File: config.mk
export PLATFORM = sky130hd
export DESIGN_NAME = seq_detect_param
export DESIGN_NICKNAME = d
export VERILOG_FILES = /design/src/rtl/seq_detect_param.sv
export SDC_FILE = /design/constraint.sdc
export NUM_CORES = 1
export LEC_CHECK = 0
export CELL_PAD_IN_SITES_DETAIL_PLACEMENT = 2
export CELL_PAD_IN_SITES_GLOBAL_PLACEMENT = 2
export CORE_MARGIN = 10
export CORE_UTILIZATION = 32
export CTS_BUF_LIST = sky130_fd_sc_hd__clkbuf_4 sky130_fd_sc_hd__clkbuf_8
export CTS_CLUSTER_DIAMETER = 60
export DETAILED_ROUTE_END_ITERATION = 10
export PLACE_DENSITY = 0.77
export SETUP_SLACK_MARGIN = 0.4
export SLEW_MARGIN = 20
export SYNTH_ARGS = -nofsm -noshare
export SYNTH_HDL_FRONTEND = slang
export SYNTH_SLANG_ARGS = --single-unit
File: constraint.sdc
create_clock -name clk -period 2.9 [get_ports clk]
set_input_delay 0.58 -clock clk [delete_from_list [all_inputs] [get_ports clk]]
set_output_delay 0.58 -clock clk [all_outputs]
set_load 0.03 [all_outputs]
File: src/rtl/seq_detect_param.sv
// seq_detect_param: programmable serial pattern detector with zero-latency Mealy match and saturating match counter
module seq_detect_param #(
    parameter int MAX_LEN = 8,
    parameter int CNT_W = 8,
    parameter logic [MAX_LEN-1:0] RST_PATTERN = 8'b0001_1011,
    parameter int RST_LEN = 5,
    localparam int LEN_W = $clog2(MAX_LEN + 1)
) (
    input  logic               clk,
    input  logic               rst,
    input  logic               din_valid,
    input  logic               din,
    input  logic               overlap,
    input  logic               cfg_load,
    input  logic [MAX_LEN-1:0] cfg_pattern,
    input  logic [LEN_W-1:0]   cfg_len,
    input  logic               count_clr,
    output logic               match,
    output logic [CNT_W-1:0]   match_count,
    output logic [LEN_W-1:0]   fill
);
    localparam logic [LEN_W-1:0] LEN_ONE = 1;
    localparam logic [LEN_W-1:0] LEN_MAX = LEN_W'(MAX_LEN);
    localparam logic [CNT_W-1:0] CNT_ONE = 1;
    localparam logic [MAX_LEN:0] MASK_ONE = 1;
    logic [MAX_LEN-1:0] history, pattern, window, mask;
    logic [MAX_LEN:0] mask_ext;
    logic [LEN_W-1:0] len;
    logic at_full;
    // window is the history as it would look with din appended; only the low len bits are compared
    assign window = {history[MAX_LEN-2:0], din};
    assign mask_ext = (MASK_ONE << len) - MASK_ONE;
    assign mask = mask_ext[MAX_LEN-1:0];
    assign at_full = (len != '0) && (fill == len - LEN_ONE);
    assign match = din_valid && !cfg_load && !rst && at_full && ((window & mask) == (pattern & mask));
    // configuration, history/fill tracking and saturating match counter
    always_ff @(posedge clk) begin
        if (rst) begin
            pattern <= RST_PATTERN;
            len <= LEN_W'(RST_LEN);
            history <= '0;
            fill <= '0;
            match_count <= '0;
        end else if (cfg_load) begin
            pattern <= cfg_pattern;
            len <= (cfg_len > LEN_MAX) ? LEN_MAX : cfg_len;
            history <= '0;
            fill <= '0;
            match_count <= '0;
        end else begin
            if (count_clr)
                match_count <= '0;
            else if (match && !(&match_count))
                match_count <= match_count + CNT_ONE;
            if (din_valid) begin
                if (match && !overlap) begin
                    history <= '0;
                    fill <= '0;
                end else begin
                    history <= window;
                    if (len != '0 && fill != len - LEN_ONE)
                        fill <= fill + LEN_ONE;
                end
            end
        end
    end
endmodule

==> results.tsv, run 1 <==
stage	metric	value	unit
pwr	maximum resistive drop on vdd	0.260	mV
placed_design	Routability Congestion	0.845	
clocking	CTS H-tree depth	2	
placed_design	instance count after placement with tap cells included	301	
critical_path	kind of critical path	reg -> out	
logic_synthesis	library cells used by synthesis	44	
run_status	outcome	finished, violations left	
clocking	sinks on the clock net	31	
die	die outline area	0.00876	mm^2
clocking	Worst-path clk slew	0.07	ns
die	initial core utilization	33.5	%
grt	total global-route track usage	15.4	%
timing	final worst path period need	2.91	ns
die	io pins	32	
pwr	Lkg Pwr	0.000991	uW
run	Max-cap violations	0	
detailed_routing	routed length per instance	24.3	um
grt	grt ovf	0	
layout	Final nets	280	
layout	most frequent standard cell in the layout excluding fill and tap cells	sky130_fd_sc_hd__clkdlybuf4s50_1	
timing	final-report hold violation count	0	
clocking	insertion delay of the later-clocked pin in the worst-skew pair	0.29	ns
clocking	CTS buffer count	5	
critical_path	Max FO, Critical Path	4	
detailed_routing	total wirelength of the detailed-routed design	7.86	mm
detailed_routing	TritonRoute pass-1 iters	4	
detailed_routing	detailed-route vias per instance	5.45	
timing	unrepaired setup endpoints after global routing	true	
die	count of standard-cell rows	26	
logic_synthesis	syn avg cell area	8.67	um^2
grt	global-route wire length before repair	10.5	mm
timing	number of pins with negative max-slew slack in the final report	0	
layout	antenna cell count	0	
grt	antenna violations before repair	0	
placed_design	number of buffer cells added on primary ports	31	
layout	fraction of layout instances using a drive strength above 1	27.6	%
logic_synthesis	post-synth top area share	35.8	%
grt	largest net degree at the start of global routing	19	
logic_synthesis	EDFF count, synth	0	
timing	Max Freq	344	MHz
placed_design	placement-stage worst setup slack	0.00110	ns
placed_design	Detail Placement HPWL	4.35	mm
layout	number of filler instances in the final layout	526	
critical_path	critical path data arrival time	2.33	ns
critical_path	element type at the critical path start	flop	
timing	count of final setup violators	1	
layout	commonest non-fill, non-tap cells in the layout	sky130_fd_sc_hd__clkdlybuf4s50_1, sky130_fd_sc_hd__dfxtp_1, sky130_fd_sc_hd__nand2_1, sky130_fd_sc_hd__buf_4, sky130_fd_sc_hd__nor2_1	
logic_synthesis	sequential element share of the synthesized area	35.8	%
logic_synthesis	Syn. warnings	0	
timing	relative slew slack	54.5	%
logic_synthesis	number of synthesized register bits	31	
critical_path	data required time of the critical path	2.32	ns
grt	vias in the first global route	1990	
logic_synthesis	most area-consuming cells after synthesis	sky130_fd_sc_hd__dfxtp_1, sky130_fd_sc_hd__ha_1, sky130_fd_sc_hd__xor2_1	
timing	final worst-path setup slack	-0.00984	ns
logic_synthesis	top_reg_cell synth	sky130_fd_sc_hd__dfxtp_1	
die	die outline width	93.6	um
clocking	buffer type at the clock tree root	sky130_fd_sc_hd__clkbuf_8	
die	core region area	0.00517	mm^2
critical_path	critical path capture point type	primary output	
clocking	CTS max path bufs	2	
logic_synthesis	number of instances in the synthesized netlist	200	
timing	Clock Skew	0.00951	ns
detailed_routing	via count of the routed design	1765	
layout	fin cells	324	
detailed_routing	drt initial violations	84	
min_path	worst hold path type	reg -> reg	
detailed_routing	final antenna-violating net count	0	
clocking	TritonCTS clock tree	done	
timing	Final Cycle Share	100	%
clocking	quantity of hold-fixing buffers added after cts	0	
pwr	Pwr Density	434	mW/mm^2
logic_synthesis	dominant cell type by area after synthesis	sky130_fd_sc_hd__dfxtp_1	
run_status	failing checks	negative setup slack	
logic_synthesis	number of nets produced by synthesis	227	
timing	Worst Max-Slew Pin Slew	0.675	ns
detailed_routing	DR DRC count	0	
layout	P&R area growth vs syn	50.4	%
logic_synthesis	asr flop ratio synth	0	%
logic_synthesis	Mapped Area	0.00173	mm^2
die	die boundary height	93.6	um
routing by layer:
| metal | vias up | global-route usage (%) | part of all wire [%] |
|---|---|---|---|
| li1 | 819 | - | - |
| met1 | 879 | 16.0 | 43 |
| met2 | 54 | 28.8 | 51 |
| met3 | 13 | 3.44 | 4.3 |
| met4 | 0 | 6.58 | 1.9 |
| met5 | - | 0 | 0 |
power breakdown:
part	internal [uW]	switching, uW	total, uW	leakage (uW)
registers	438	14.5	452	0.000254
logic	102	120	221	0.000676
clock network	278	182	460	0.0000612
total	817	316	1130	0.000991
cells in the mapped netlist (2+ instances only):
library cell	n
sky130_fd_sc_hd__nor4b_1	2
sky130_fd_sc_hd__nand3_1	4
sky130_fd_sc_hd__nor3_1	3
sky130_fd_sc_hd__mux2i_1	5
sky130_fd_sc_hd__or3_1	2
sky130_fd_sc_hd__o21ai_0	6
sky130_fd_sc_hd__a211o_1	4
sky130_fd_sc_hd__a21boi_0	2
sky130_fd_sc_hd__nor2b_1	5
sky130_fd_sc_hd__ha_1	8
sky130_fd_sc_hd__xor2_1	10
sky130_fd_sc_hd__or4_1	4
sky130_fd_sc_hd__a211oi_1	2
sky130_fd_sc_hd__dfxtp_1	31
sky130_fd_sc_hd__nor3b_1	3
sky130_fd_sc_hd__nor2_1	14
sky130_fd_sc_hd__and3_1	4
sky130_fd_sc_hd__xnor2_1	6
sky130_fd_sc_hd__nand2_1	22
sky130_fd_sc_hd__a21oi_1	9
sky130_fd_sc_hd__buf_1	2
sky130_fd_sc_hd__clkbuf_1	4
sky130_fd_sc_hd__inv_1	9
sky130_fd_sc_hd__o21a_1	2
sky130_fd_sc_hd__o31ai_1	4
sky130_fd_sc_hd__o211a_1	2
sky130_fd_sc_hd__buf_2	4
sky130_fd_sc_hd__o22ai_1	8
sky130_fd_sc_hd__nand2b_1	4
flip-flops by register name, indices dropped and copies added (netlist names):
| signal | flops |
|---|---|
| fill | 4 |
| history | 7 |
| len | 4 |
| match_count | 8 |
| pattern | 8 |
stage by stage:
step	power (uW)	area, um^2	setup TNS [ns]	utilization, %	hold slack, ns
after detailed placement	616	2160	0	41.8	0.487
final	1130	2610	-0.00984	50.4	0.517
after CTS	1100	2450	0	47.5	0.498
after global placement	605	2160	0	41.8	0.471
after global routing	1180	2610	-0.0805	50.4	0.541
after floorplan	549	1740	0	-	0.458
logic make-up after synthesis:
group / Yosys count / synth area share (%)
AO/OA/AOI/OAI: 49 / 20.6
XOR/XNOR: 17 / 9.38
adder cells (fa/ha/maj): 8 / 5.77
buffers and inverters: 19 / 4.40
flip-flops: 31 / 35.8
multiplexers: 5 / 2.89
AND/OR/NAND/NOR: 71 / 21.1
layout make-up:
cell class | instances | area, um^2 | share of cell area (%)
Multi-Input combinational cell | 151 | 1220 | 46.9
Sequential cell | 31 | 628 | 24.1
Timing Repair Buffer | 55 | 510 | 19.6
Tap cell | 70 | 87.6 | 3.36
Clock buffer | 6 | 82.6 | 3.17
Inverter | 9 | 41.3 | 1.58
Clock inverter | 2 | 35.0 | 1.34
critical path: stages (launching register included):
cell and delay (ns):
sky130_fd_sc_hd__dfxtp_4 0.40, sky130_fd_sc_hd__inv_4 0.06, sky130_fd_sc_hd__ha_4 0.16, sky130_fd_sc_hd__buf_6 0.13
sky130_fd_sc_hd__nand2_4 0.05, sky130_fd_sc_hd__ha_4 0.14, sky130_fd_sc_hd__nand2b_1 0.07, sky130_fd_sc_hd__o2111ai_1 0.25
sky130_fd_sc_hd__o21a_1 0.33, sky130_fd_sc_hd__o2111a_2 0.30, sky130_fd_sc_hd__buf_6 0.14
final timing paths:
check                                        startpoint  cells after the start                     endpoint  slack, ns
worst max register to register      len[0]$_SDFFE_PP1P_                      9  match_count[3]$_SDFFE_PP0P_       0.10
worst min register to register  history[6]$_SDFFE_PP0P_                      2      history[6]$_SDFFE_PP0P_       0.52
worst max-delay path                len[0]$_SDFFE_PP1P_                     10                        match      -0.01
worst min-delay path            history[6]$_SDFFE_PP0P_                      2      history[6]$_SDFFE_PP0P_       0.52
timing repair:
action / CTS / global route
cloned: 0 / 2
gates resized for setup: 24 / 29
setup buffers: 11 / 2
pin swaps: 3 / 11
setup endpoints to repair: 20 / 20
(Power assumes the default switching activity.)
==> run 2: changes to the inputs <==
- ABC_CLOCK_PERIOD_IN_PS: not set -> 2900
==> results of run 2 <==
No change in the layout: final DEF, timing and power equal those of run 1.
